## src/rtl/count_display_mux.sv

```systemverilog
// count_display_mux
// Shows a 4-bit counter value (0..15) as two decimal digits on a
// common-anode, time-multiplexed, 2-digit 7-segment display.
// The value is latched once per frame so both digits always come from
// the same value. The anodes are blanked for a few cycles at every
// digit switch to suppress ghosting.
//
// Ports:
//   Clk   in   1  system clock, rising edge
//   Clr   in   1  synchronous active-high reset
//   Q     in   4  value to display, unsigned 0..15
//   En    in   1  display enable (0 = all anodes off, timing keeps running)
//   Seg   out  7  segments, active-low, bit0=a .. bit6=g
//   An    out  2  anodes, active-low, An[0]=ones, An[1]=tens
//   Frame out  1  one-cycle pulse after a new value has been latched
module count_display_mux #(
  parameter int REFRESH_DIV = 50000,
  parameter int BLANK       = 4,
  parameter bit LZB         = 1'b1
) (
  input  logic       Clk,
  input  logic       Clr,
  input  logic [3:0] Q,
  input  logic       En,
  output logic [6:0] Seg,
  output logic [1:0] An,
  output logic       Frame
);

  localparam int CW = (REFRESH_DIV > 1) ? $clog2(REFRESH_DIV) : 1;
  localparam logic [CW-1:0] LAST      = CW'(REFRESH_DIV - 1);
  localparam logic [CW-1:0] BLANK_END = CW'(BLANK);

  localparam logic [6:0] SEG_BLANK = 7'h7F;

  // Active-low segment pattern for one decimal digit.
  function automatic logic [6:0] seg_code(input logic [3:0] digit);
    logic [6:0] code;
    case (digit)
      4'd0:    code = 7'h40;
      4'd1:    code = 7'h79;
      4'd2:    code = 7'h24;
      4'd3:    code = 7'h30;
      4'd4:    code = 7'h19;
      4'd5:    code = 7'h12;
      4'd6:    code = 7'h02;
      4'd7:    code = 7'h78;
      4'd8:    code = 7'h00;
      4'd9:    code = 7'h10;
      default: code = SEG_BLANK;
    endcase
    return code;
  endfunction

  logic [CW-1:0] refcnt;
  logic          idx;
  logic [3:0]    v;

  logic          tick;
  logic [3:0]    ones;
  logic [3:0]    tens;
  logic [1:0]    an_next;
  logic [6:0]    seg_next;

  // Slot timing and digit split of the held value.
  always_comb begin
    tick = (refcnt == LAST);
    if (v >= 4'd10) begin
      tens = 4'd1;
      ones = v - 4'd10;
    end else begin
      tens = 4'd0;
      ones = v;
    end
  end

  // Next anode/segment drive from the current slot state.
  always_comb begin
    an_next  = 2'b11;
    seg_next = SEG_BLANK;
    if (!En) begin
      an_next  = 2'b11;
      seg_next = SEG_BLANK;
    end else begin
      // Anodes stay off for the first BLANK cycles of each slot.
      if (refcnt < BLANK_END) begin
        an_next = 2'b11;
      end else if (idx == 1'b0) begin
        an_next = 2'b10;
      end else begin
        an_next = 2'b01;
      end
      if (idx == 1'b0) begin
        seg_next = seg_code(ones);
      end else if (LZB && (v < 4'd10)) begin
        seg_next = SEG_BLANK;
      end else begin
        seg_next = seg_code(tens);
      end
    end
  end

  // Refresh counter, slot index, frame latch and registered outputs.
  always_ff @(posedge Clk) begin
    if (Clr) begin
      refcnt <= '0;
      idx    <= 1'b0;
      v      <= 4'd0;
      An     <= 2'b11;
      Seg    <= SEG_BLANK;
      Frame  <= 1'b0;
    end else begin
      if (tick) begin
        refcnt <= '0;
        idx    <= ~idx;
      end else begin
        refcnt <= refcnt + {{(CW-1){1'b0}}, 1'b1};
      end
      // End of the tens slot closes the frame: take a fresh value.
      if (tick && idx) begin
        v <= Q;
      end
      Frame <= tick & idx;
      An    <= an_next;
      Seg   <= seg_next;
    end
  end

endmodule

```

## config.mk

```make
export PLATFORM = sky130hd
export DESIGN_NAME = count_display_mux
export DESIGN_NICKNAME = d
export VERILOG_FILES = /design/src/rtl/count_display_mux.sv
export SDC_FILE = /design/constraint.sdc
export NUM_CORES = 1
export LEC_CHECK = 0
export BUFFER_PORTS_ARGS = -buffer_cell sky130_fd_sc_hd__buf_2
export CORE_AREA = 8 8 85 87
export DETAILED_ROUTE_END_ITERATION = 12
export DIE_AREA = 0 0 93 95
export PLACE_DENSITY = 0.43
export SLEW_MARGIN = 10
export SYNTH_ARGS = -nofsm -noshare
export SYNTH_HDL_FRONTEND = slang
export SYNTH_SLANG_ARGS = --single-unit
```

## constraint.sdc

```tcl
create_clock -name Clk -period 4.53 [get_ports Clk]
set_input_delay 0.906 -clock Clk [delete_from_list [all_inputs] [get_ports Clk]]
set_output_delay 0.906 -clock Clk [all_outputs]
set_load 0.01 [all_outputs]
```

==> qor.yml <==
area_growth_pct: 17.2
clock_sinks: 31
critPathSlowestCell: "nor3_1"
clkTransAtPathRegs_ps: 70
arrival_ps: 2050
diodes: 0
seq_area_frac_synth_pct: 43.9
die_h_um: 95
first_pass_iters: 4
grt-ovfl-total: 0
seq_area_um2: 621
io_pins: 17
wl_per_cell_um: 12.2
grt_pass1_vias: 1112
synth_area_leaders: "dfxtp_1, xnor2_1, nor2_1"
grt_usage_pct: 7.85
postLayoutCellArea_mm2: 0.00166
postCtsSetupBuffers: 0
timing.rr.start: "refcnt[0]$_SDFF_PP0_"
nets: 193
antenna_found_initial: 0
synth_cells: 164
netlist.area_leader.share_pct: 43.9
ys_top_cells_by_count: "dfxtp_1, nor2_1, xnor2_1"
syn_nets: 176
synth_edf_count: 0
crit_fanout: 15
synth-seq-cells: 31
rsz0062_at_grt: "no"
fin_tns_setup_ps: 0
ant_nets: 0
rows: 28
portBuffers: 16
post-route-util_pct: 28.5
start_util_pct: 24.3
avgViaCountPerCell: 4.53
die_w_um: 93
worstPathCellList: "ha_1 -> nand3_4 -> nor3_1 -> a21o_2 -> nor2_1"
cts_repair_resize_count: 0
totalWireLength_um: 3120
drtIter0Drc: 40
power_density_mw_per_mm2: 329
htree_levels: 2
cp-start-kind: "register"
multi_input_area_um2: 723
fill_cells: 654
worstSkewPairLatency_ps: 280
drc_errors: 0
via_count: 1163
netlist_area_mm2: 0.00141
place_hpwl_um: 2310
reg2reg_depth: 5
fp.dieArea_mm2: 0.00884
leakagePower_nw: 0.567
r2r_setup_slack_ps: 2640
cp-end-kind: "register"
maxSlewHeadroom_pct: 62.7
ir_drop_mv: 0.140
yosysUniqueCellTypes: 31
core_mm2: 0.00582
dpl_cell_area_mm2: 0.00156
cts_made_buffers: 5
period_needed_ps: 1890
hold_viol: 0
slew_viol_final: 0
crit_start: "refcnt[0]$_SDFF_PP0_"
worst_pin_slew_ps: 554
maxCapViolCount: 0
max_freq_ghz: 0.529
drive_gt1_share_pct: 14.3
place.gp.congestion: 0.720
synth_most_common_cell: "dfxtp_1"
setup_viol: 0
p_total_w: 0.000545
critPathCapture: "refcnt[10]$_SDFF_PP0_"
synth_area_leader_cell: "dfxtp_1"
yosysWarnings: 0
cpPeakStageDelay_ps: 510
r2r_end: "refcnt[10]$_SDFF_PP0_"
outcome: "completed"
clockRootBuffer: "clkbuf_8"
grt_first_pass_wirelength_um: 5490
clock_skew_ps: 7.05
synthArstFlopShare_pct: 0
clk_path_buf_depth: 2
path_class: "reg2reg"
avgSynthCellArea_um2: 8.61
grt_max_degree: 16
synthFlopType: "dfxtp_1"
crit_required_ps: 4690
cts_tree: "yes"
period_share_pct: 41.7
cts_hold_repair.buffers: 0
hold_path.class: "reg2reg"
[cells by family (layout without fill, tap and decap cells)]
| kind of cell | count (synthesis) | count (layout) | share of synthesized area, % |
|---|---|---|---|
| buf+inv | 16 | 34 | 4.87 |
| fa+ha+maj | 5 | 5 | 4.43 |
| flops | 31 | 31 | 43.9 |
| simple gates | 65 | 65 | 23.8 |
| compound gates | 33 | 33 | 14.3 |
| xor+xnor | 14 | 14 | 8.68 |
[flip-flops by register name (all words and copies together) (netlist names)]
signal / count
An: 2
Frame: 1
Seg: 7
idx: 1
refcnt: 16
v: 4
[final cells by class]
cell class	count	area share, %
sequential	31	37.5
multi-input combinational	117	43.7
tap	75	5.67
inverter	10	2.27
timing repair buffer	16	4.84
clock buffer	8	6.05
[stage by stage]
stage                     std cells  setup slack [ps]  hold slack [ps]
after floorplan                 164              2650              430
after global placement          249              2510              448
after detailed placement        249              2500              455
after CTS                       257              2640              471
after global routing            257              2450              518
final                           257              2640              463
[worst max-delay path, delay by kind of cell (launching register included)]
kind	cells	cell delay, ps
adders and majority gates	1	240
and+or+nand+nor	3	750
DFF	1	370
AOI/OAI and AO/OA	1	400
[layer usage]
metal / GRT usage [%] / wire length (um) / vias to the layer above
met4: 3.22 / 45 / 0
met1: 9.43 / 1500 / 534
li1: - / - / 606
met5: 0 / 0 / -
met2: 12.3 / 1410 / 16
met3: 3.02 / 164 / 7
[worst min path at each step]
stage | from | to | slack, ps | depth (start not counted)
floorplan | refcnt[0]$_SDFF_PP0_ | refcnt[0]$_SDFF_PP0_ | 430 | 1
global placement | refcnt[0]$_SDFF_PP0_ | refcnt[0]$_SDFF_PP0_ | 450 | 1
detailed placement | refcnt[0]$_SDFF_PP0_ | refcnt[0]$_SDFF_PP0_ | 450 | 1
CTS | refcnt[0]$_SDFF_PP0_ | refcnt[0]$_SDFF_PP0_ | 470 | 1
global route | refcnt[0]$_SDFF_PP0_ | refcnt[0]$_SDFF_PP0_ | 520 | 1
finish | refcnt[0]$_SDFF_PP0_ | refcnt[0]$_SDFF_PP0_ | 460 | 1
[layout by cell type, fill, tap and decap left out, types with 7 or more instances in the layout]
| cell type | instances |
|---|---|
| nand4_1 | 7 |
| dfxtp_1 | 31 |
| buf_2 | 16 |
| xnor2_1 | 13 |
| o21ai_0 | 12 |
| inv_1 | 10 |
| nor3_1 | 8 |
| a21oi_1 | 9 |
| nor2_1 | 23 |
| clkbuf_8 | 7 |
| nand3_1 | 9 |
[power by group]
part | total, W | switching [W] | internal, W
Combinational | 0.0000202 | 0.0000117 | 0.00000853
Clock | 0.000244 | 0.000105 | 0.000139
Sequential | 0.000281 | 0.00000317 | 0.000278
Note: power is estimated with default switching activity, not from simulation.
